<file path="src/rtl/axi4lite_register_slave_pkg.sv">
// Shared definitions for the AXI4-Lite register slave: response codes,
// word-address LSB and an elaboration-time clog2 helper.
package axi4lite_register_slave_pkg;

  localparam logic [1:0] RESP_OKAY   = 2'b00;
  localparam logic [1:0] RESP_SLVERR = 2'b10;

  // Registers are 32-bit words, so byte-address bits [1:0] are ignored.
  localparam int WORD_ADDR_LSB = 2;

  // Ceiling log2, usable in localparam expressions.
  function automatic int clog2(input int n);
    int r;
    r = 0;
    while ((1 << r) < n) r++;
    return r;
  endfunction

endpackage

</file>
<file path="src/rtl/axi4lite_aw_w_join.sv">
// AW/W join: accepts the write-address and write-data channels independently
// and in either order, and emits a single commit strobe together with the
// merged address, data and strobe. The commit fires on the edge where the
// second of the two beats is accepted (or both arrive together), so the
// downstream response can be valid in the very next cycle.
module axi4lite_aw_w_join #(
  parameter int ADDR_W = 32,
  parameter int DATA_W = 32
) (
  input  logic                  aclk,
  input  logic                  aresetn,
  input  logic [ADDR_W-1:0]     awaddr,
  input  logic                  awvalid,
  output logic                  awready,
  input  logic [DATA_W-1:0]     wdata,
  input  logic [DATA_W/8-1:0]   wstrb,
  input  logic                  wvalid,
  output logic                  wready,
  input  logic                  b_busy,
  output logic                  commit,
  output logic [ADDR_W-1:0]     commit_addr,
  output logic [DATA_W-1:0]     commit_data,
  output logic [DATA_W/8-1:0]   commit_strb
);

  logic                en_q;
  logic                aw_held;
  logic                w_held;
  logic [ADDR_W-1:0]   addr_q;
  logic [DATA_W-1:0]   data_q;
  logic [DATA_W/8-1:0] strb_q;
  logic                aw_hs;
  logic                w_hs;

  // Readies are gated by en_q so they stay low in reset and rise on the
  // first edge after release; both drop while a response is outstanding.
  assign awready = en_q & ~aw_held & ~b_busy;
  assign wready  = en_q & ~w_held  & ~b_busy;
  assign aw_hs   = awvalid & awready;
  assign w_hs    = wvalid  & wready;

  // A write is complete once both halves are either held or arriving now.
  assign commit      = (aw_held | aw_hs) & (w_held | w_hs);
  assign commit_addr = aw_held ? addr_q : awaddr;
  assign commit_data = w_held  ? data_q : wdata;
  assign commit_strb = w_held  ? strb_q : wstrb;

  // Skid registers for whichever channel arrives first.
  always_ff @(posedge aclk or negedge aresetn) begin
    if (!aresetn) begin
      en_q    <= 1'b0;
      aw_held <= 1'b0;
      w_held  <= 1'b0;
      addr_q  <= '0;
      data_q  <= '0;
      strb_q  <= '0;
    end else begin
      // NOTE: non-blocking assignments keep every flop sampling pre-edge
      // values, so the order of statements in this block does not matter.
      en_q <= 1'b1;
      if (commit) begin
        aw_held <= 1'b0;
        w_held  <= 1'b0;
      end else begin
        if (aw_hs) begin
          aw_held <= 1'b1;
          addr_q  <= awaddr;
        end
        if (w_hs) begin
          w_held <= 1'b1;
          data_q <= wdata;
          strb_q <= wstrb;
        end
      end
    end
  end

endmodule

</file>
<file path="src/rtl/axi4lite_register_slave.sv">
// AXI4-Lite register bank of C_NUM_REGS 32-bit registers with byte-strobe
// writes, flat register export and per-register write pulses.
// Optional feature macro: AXI4LITE_REGISTER_SLAVE_SLVERR_EN -- when defined,
// accesses above the decoded index field return SLVERR, writes are dropped
// and reads return zero; otherwise they alias onto the decoded index.
module axi4lite_register_slave
  import axi4lite_register_slave_pkg::*;
#(
  parameter int C_ADDRESS_WIDTH = 32,
  parameter int C_DATA_WIDTH    = 32,
  parameter int C_NUM_REGS      = 16
) (
  input  logic                             s_axi_aclk,
  input  logic                             s_axi_aresetn,
  input  logic [C_ADDRESS_WIDTH-1:0]       s_axi_awaddr,
  input  logic                             s_axi_awvalid,
  output logic                             s_axi_awready,
  input  logic [C_DATA_WIDTH-1:0]          s_axi_wdata,
  input  logic [C_DATA_WIDTH/8-1:0]        s_axi_wstrb,
  input  logic                             s_axi_wvalid,
  output logic                             s_axi_wready,
  output logic [1:0]                       s_axi_bresp,
  output logic                             s_axi_bvalid,
  input  logic                             s_axi_bready,
  input  logic [C_ADDRESS_WIDTH-1:0]       s_axi_araddr,
  input  logic                             s_axi_arvalid,
  output logic                             s_axi_arready,
  output logic [C_DATA_WIDTH-1:0]          s_axi_rdata,
  output logic [1:0]                       s_axi_rresp,
  output logic                             s_axi_rvalid,
  input  logic                             s_axi_rready,
  output logic [C_DATA_WIDTH*C_NUM_REGS-1:0] reg_out,
  output logic [C_NUM_REGS-1:0]            reg_wstb
);

  localparam int IDX_W  = clog2(C_NUM_REGS);
  localparam int STRB_W = C_DATA_WIDTH / 8;
  localparam int HI_LSB = WORD_ADDR_LSB + IDX_W;

`ifdef AXI4LITE_REGISTER_SLAVE_SLVERR_EN
  localparam bit SLVERR_EN = 1'b1;
`else
  localparam bit SLVERR_EN = 1'b0;
`endif

  logic [C_DATA_WIDTH-1:0]    regs [C_NUM_REGS];
  logic [C_NUM_REGS-1:0]      wstb_pend;

  logic                       commit;
  logic [C_ADDRESS_WIDTH-1:0] cm_addr;
  logic [C_DATA_WIDTH-1:0]    cm_data;
  logic [STRB_W-1:0]          cm_strb;

  logic [IDX_W-1:0]           wr_idx;
  logic                       wr_err;
  logic [IDX_W-1:0]           rd_idx;
  logic                       rd_err;
  logic                       ar_hs;
  logic                       rd_en_q;
  logic [C_DATA_WIDTH-1:0]    rd_data_next;
  logic [1:0]                 rd_resp_next;

  axi4lite_aw_w_join #(
    .ADDR_W (C_ADDRESS_WIDTH),
    .DATA_W (C_DATA_WIDTH)
  ) u_join (
    .aclk        (s_axi_aclk),
    .aresetn     (s_axi_aresetn),
    .awaddr      (s_axi_awaddr),
    .awvalid     (s_axi_awvalid),
    .awready     (s_axi_awready),
    .wdata       (s_axi_wdata),
    .wstrb       (s_axi_wstrb),
    .wvalid      (s_axi_wvalid),
    .wready      (s_axi_wready),
    .b_busy      (s_axi_bvalid),
    .commit      (commit),
    .commit_addr (cm_addr),
    .commit_data (cm_data),
    .commit_strb (cm_strb)
  );

  // Address decode: index field plus "any bit above it set" range check.
  assign wr_idx = cm_addr[WORD_ADDR_LSB +: IDX_W];
  assign wr_err = SLVERR_EN && ((cm_addr >> HI_LSB) != '0);
  assign rd_idx = s_axi_araddr[WORD_ADDR_LSB +: IDX_W];
  assign rd_err = SLVERR_EN && ((s_axi_araddr >> HI_LSB) != '0);

  assign s_axi_arready = rd_en_q & ~s_axi_rvalid;
  assign ar_hs         = s_axi_arvalid & s_axi_arready;

  // Flat export of the register bank.
  for (genvar k = 0; k < C_NUM_REGS; k++) begin : g_out
    assign reg_out[C_DATA_WIDTH*k +: C_DATA_WIDTH] = regs[k];
  end

  // Write commit: byte-lane update, B response and delayed write pulse.
  always_ff @(posedge s_axi_aclk or negedge s_axi_aresetn) begin
    if (!s_axi_aresetn) begin
      // NOTE: the register bank is reset explicitly because a reset must
      // clear every register; it is flops, not a RAM, so this is legal.
      for (int k = 0; k < C_NUM_REGS; k++) regs[k] <= '0;
      s_axi_bvalid <= 1'b0;
      s_axi_bresp  <= RESP_OKAY;
      wstb_pend    <= '0;
      reg_wstb     <= '0;
    end else begin
      reg_wstb  <= wstb_pend;
      wstb_pend <= '0;
      if (commit) begin
        s_axi_bvalid <= 1'b1;
        s_axi_bresp  <= wr_err ? RESP_SLVERR : RESP_OKAY;
        if (!wr_err) begin
          for (int i = 0; i < STRB_W; i++) begin
            if (cm_strb[i]) regs[wr_idx][8*i +: 8] <= cm_data[8*i +: 8];
          end
          wstb_pend[wr_idx] <= 1'b1;
        end
      end else if (s_axi_bready) begin
        s_axi_bvalid <= 1'b0;
      end
    end
  end

  // Read-data selection for the AR handshake.
  always_comb begin
    // NOTE: defaults first so every path assigns every output -- no latch.
    rd_data_next = regs[rd_idx];
    rd_resp_next = RESP_OKAY;
    if (rd_err) begin
      rd_data_next = '0;
      rd_resp_next = RESP_SLVERR;
    end
  end

  // Read channel: load on AR handshake, hold until R handshake.
  always_ff @(posedge s_axi_aclk or negedge s_axi_aresetn) begin
    if (!s_axi_aresetn) begin
      rd_en_q      <= 1'b0;
      s_axi_rvalid <= 1'b0;
      s_axi_rdata  <= '0;
      s_axi_rresp  <= RESP_OKAY;
    end else begin
      rd_en_q <= 1'b1;
      if (ar_hs) begin
        s_axi_rvalid <= 1'b1;
        s_axi_rdata  <= rd_data_next;
        s_axi_rresp  <= rd_resp_next;
      end else if (s_axi_rready) begin
        s_axi_rvalid <= 1'b0;
      end
    end
  end

endmodule

</file>
<file path="config.mk">
export PLATFORM = sky130hd
export DESIGN_NAME = axi4lite_register_slave
export DESIGN_NICKNAME = d
export VERILOG_FILES = /design/src/rtl/axi4lite_register_slave_pkg.sv /design/src/rtl/axi4lite_aw_w_join.sv /design/src/rtl/axi4lite_register_slave.sv
export SDC_FILE = /design/constraint.sdc
export NUM_CORES = 1
export LEC_CHECK = 0
export CORE_MARGIN = 5
export CORE_UTILIZATION = 35
export DETAILED_ROUTE_END_ITERATION = 8
export SKIP_CTS_REPAIR_TIMING = 1
export SYNTH_ARGS = -nofsm -noshare
export SYNTH_HDL_FRONTEND = slang
export SYNTH_SLANG_ARGS = --single-unit
export TNS_END_PERCENT = 100
</file>
<file path="constraint.sdc">
create_clock -name s_axi_aclk -period 3.8 [get_ports s_axi_aclk]
set_input_delay 0.76 -clock s_axi_aclk [delete_from_list [all_inputs] [get_ports s_axi_aclk]]
set_output_delay 0.76 -clock s_axi_aclk [all_outputs]
set_load 0.05 [all_outputs]
</file>
==> out/results.txt <==
Clock Tree Buf Depth -> 3
first-pass GRT wire length -> 146300 um
number of global-route vias before repair -> 20010
Largest stage delay, worst path -> 780 ps
Final ANT Viol Nets -> 0
element type at the critical path start -> flip-flop
fill count -> 6797
post-synthesis instance total -> 1724
Final nets -> 2487
Worst Setup End Kind -> flip-flop
Worst Path Max Fanout -> 19
count of final setup violators -> 0
Clock transition at path regs -> 60 ps
FF+latch count, synth -> 621
Core Rows -> 102
H-tree levels -> 3
Hold Vio Cnt, Final -> 0
Syn-to-layout area delta -> 37.14%
worst skew pair latency -> 610 ps
top cells by area, synth -> dfrtp_1 57%, mux2_2 23%, mux4_2 10%
Tot GR Track Use -> 0.2309
CP max stage cell -> a222oi_1
Die ar. -> 84070 um2
Starting DRT DRC Count -> 1139
commonest non-fill, non-tap cell in the layout -> dfrtp_1
layout cells sized above 1 -> 0.3703
setup TNS -> 0 ps
Detail Placement HPWL -> 71800 um
area share of the largest cell type after synthesis -> 0.5665
initial antenna violation count -> 11
Worst path top cell family by delay -> simple AND/OR/NAND/NOR gates
CP required -> 4290 ps
Area after DPL -> 35190 um2
clk_skew -> 29.26 ps
vias per inst -> 5.302
Starting Density -> 0.3535
Mapped Avg Cell Area -> 15.91 um2
Num CTS Buffers -> 70
Final Cycle Share -> 0.8644
Final Wtd Congestion -> 0.8460
fmax -> 304.4 MHz
Die Wd -> 290.0 um
number of synthesis warnings -> 0
largest net degree at the start of global routing -> 83
reg2reg setup slack -> 520 ps
arrival time at the worst endpoint -> 3780 ps
pin slew with the least headroom to its limit -> 753.3 ps
max-capacitance violation count -> 0
Design Area, Final -> 37620 um2
root buf cell -> clkbuf_16
Yosys cell types -> 30
status -> finished, final reports clean
Critical Path, Cell by Cell -> nand3_1 -> a222oi_1 -> nand2_1 -> mux2_2
First-pass DRT Iterations -> 5
drt wl/cell -> 28.52 um
Via Count -> 18450
total grt overflow -> 0
Num Clock Sinks -> 621
Synth area leader -> dfrtp_1
Post-route DRC -> 0
Setup Crit Path Kind -> flip-flop to flip-flop
worst min-delay path class -> input port to asynchronous set/reset pin
Max Slew Vio Count -> 0
most frequent cells in the layout -> 620 x dfrtp_1, 611 x clkdlybuf4s50_1, 572 x mux2_2, 127 x mux4_2, 72 x clkbuf_16
core area -> 77590 um2
CTS tree -> built
Worst slew margin -> 0.4978
I/O pin count -> 676
Tmin final -> 3285 ps
Synth Cell Area -> 27430 um2
chip height -> 290.0 um
unrepaired setup endpoints after global routing -> false
DRT Wirelength -> 99260 um
IO buf count -> 615
Seq/Total Area, Yosys -> 0.5665
buffer and inverter count on the worst path -> 0
## metrics by stage
step / util / hold WS [ps] / instances / setup WS (ps)
6_report: 0.4848 / 86.06 / 3480 / 515.3
5_1_grt: 0.4847 / 110.4 / 3476 / 369.4
4_1_cts: 0.4846 / 88.70 / 3473 / 538.0
3_5_place_dp: 0.4534 / 335.5 / 3348 / 226.1
3_3_place_gp: 0.4534 / 337.7 / 3348 / 322.2
2_1_floorplan: - / 331.2 / 1727 / 1356
## cell families (layout without fill, tap and decap cells)
group	Yosys count	in the layout	synth area share
compound gates	90	90	0.02039
buf+inv	109	815	0.01669
flops	621	621	0.5665
mux	784	784	0.3722
other cells	2	12	0.0002738
simple gates	118	118	0.02390
## area by class of cell
class,instances,area (um2),share of cell area
multi-input combinational,997,11470,0.3049
timing repair buffer,686,6857,0.1823
tap,1040,1301,0.03459
antenna,7,17.52,0.0004656
clock buffer,100,2037,0.05415
clock inverter,25,379.1,0.01008
inverter,4,15.01,0.0003991
sequential,621,15540,0.4132
## synthesized netlist by cell type
library cell	number
a21o_1	1
a21oi_1	18
a222oi_1	4
a22oi_1	32
and2_1	13
buf_1	9
buf_2	27
buf_4	4
clkbuf_1	65
conb_1	2
dfrtp_1	621
inv_1	4
mux2_1	47
mux2_2	572
mux2i_1	38
mux4_2	127
nand2_1	47
nand2b_1	1
nand3_1	17
nand3_2	11
nand3b_1	11
nor2_1	5
nor2b_1	4
nor3_1	1
o2111ai_1	1
o211ai_1	1
o21ai_0	33
or3_1	2
or3b_1	4
or3b_2	2
## registers in the layout, summed over array words and instances, names as in the netlist, 4 cells and up
name and count:
s_axi_rdata 32, u_join.data_q 32, u_join.strb_q 4, reg_wstb 16, reg_out 512, wstb_pend 16, u_join.addr_q 4
## worst paths after layout
kind,start,endpoint,cells after the start
max in group asynchronous,s_axi_aresetn,reg_out[50],3
max reg2reg,u_join.aw_held,reg_out[455],4
min in group s_axi_aclk,wstb_pend[10],reg_wstb[10],0
min,s_axi_aresetn,reg_out[185],1
max,u_join.aw_held,reg_out[455],4
min reg2reg,wstb_pend[10],reg_wstb[10],0
## metal layers
layer	wire (um)	GRT usage	share of wire	vias to the layer above
met3	6130	0.05858	0.062	164
met5	41	0	0.00041	-
met2	50120	0.3958	0.50	580
met4	3323	0.07308	0.033	6
li1	-	-	-	7805
met1	39650	0.2884	0.40	9895
## worst reg2reg max path, stage by stage, from the launching register on
cell and delay [ps]:
dfrtp_1 770, nand3_1 480, a222oi_1 780, nand2_1 660, mux2_2 480
Power is left out: the tool's default activity adds up to more than one toggle a clock period on the data nets, which glitch-free logic cannot reach.
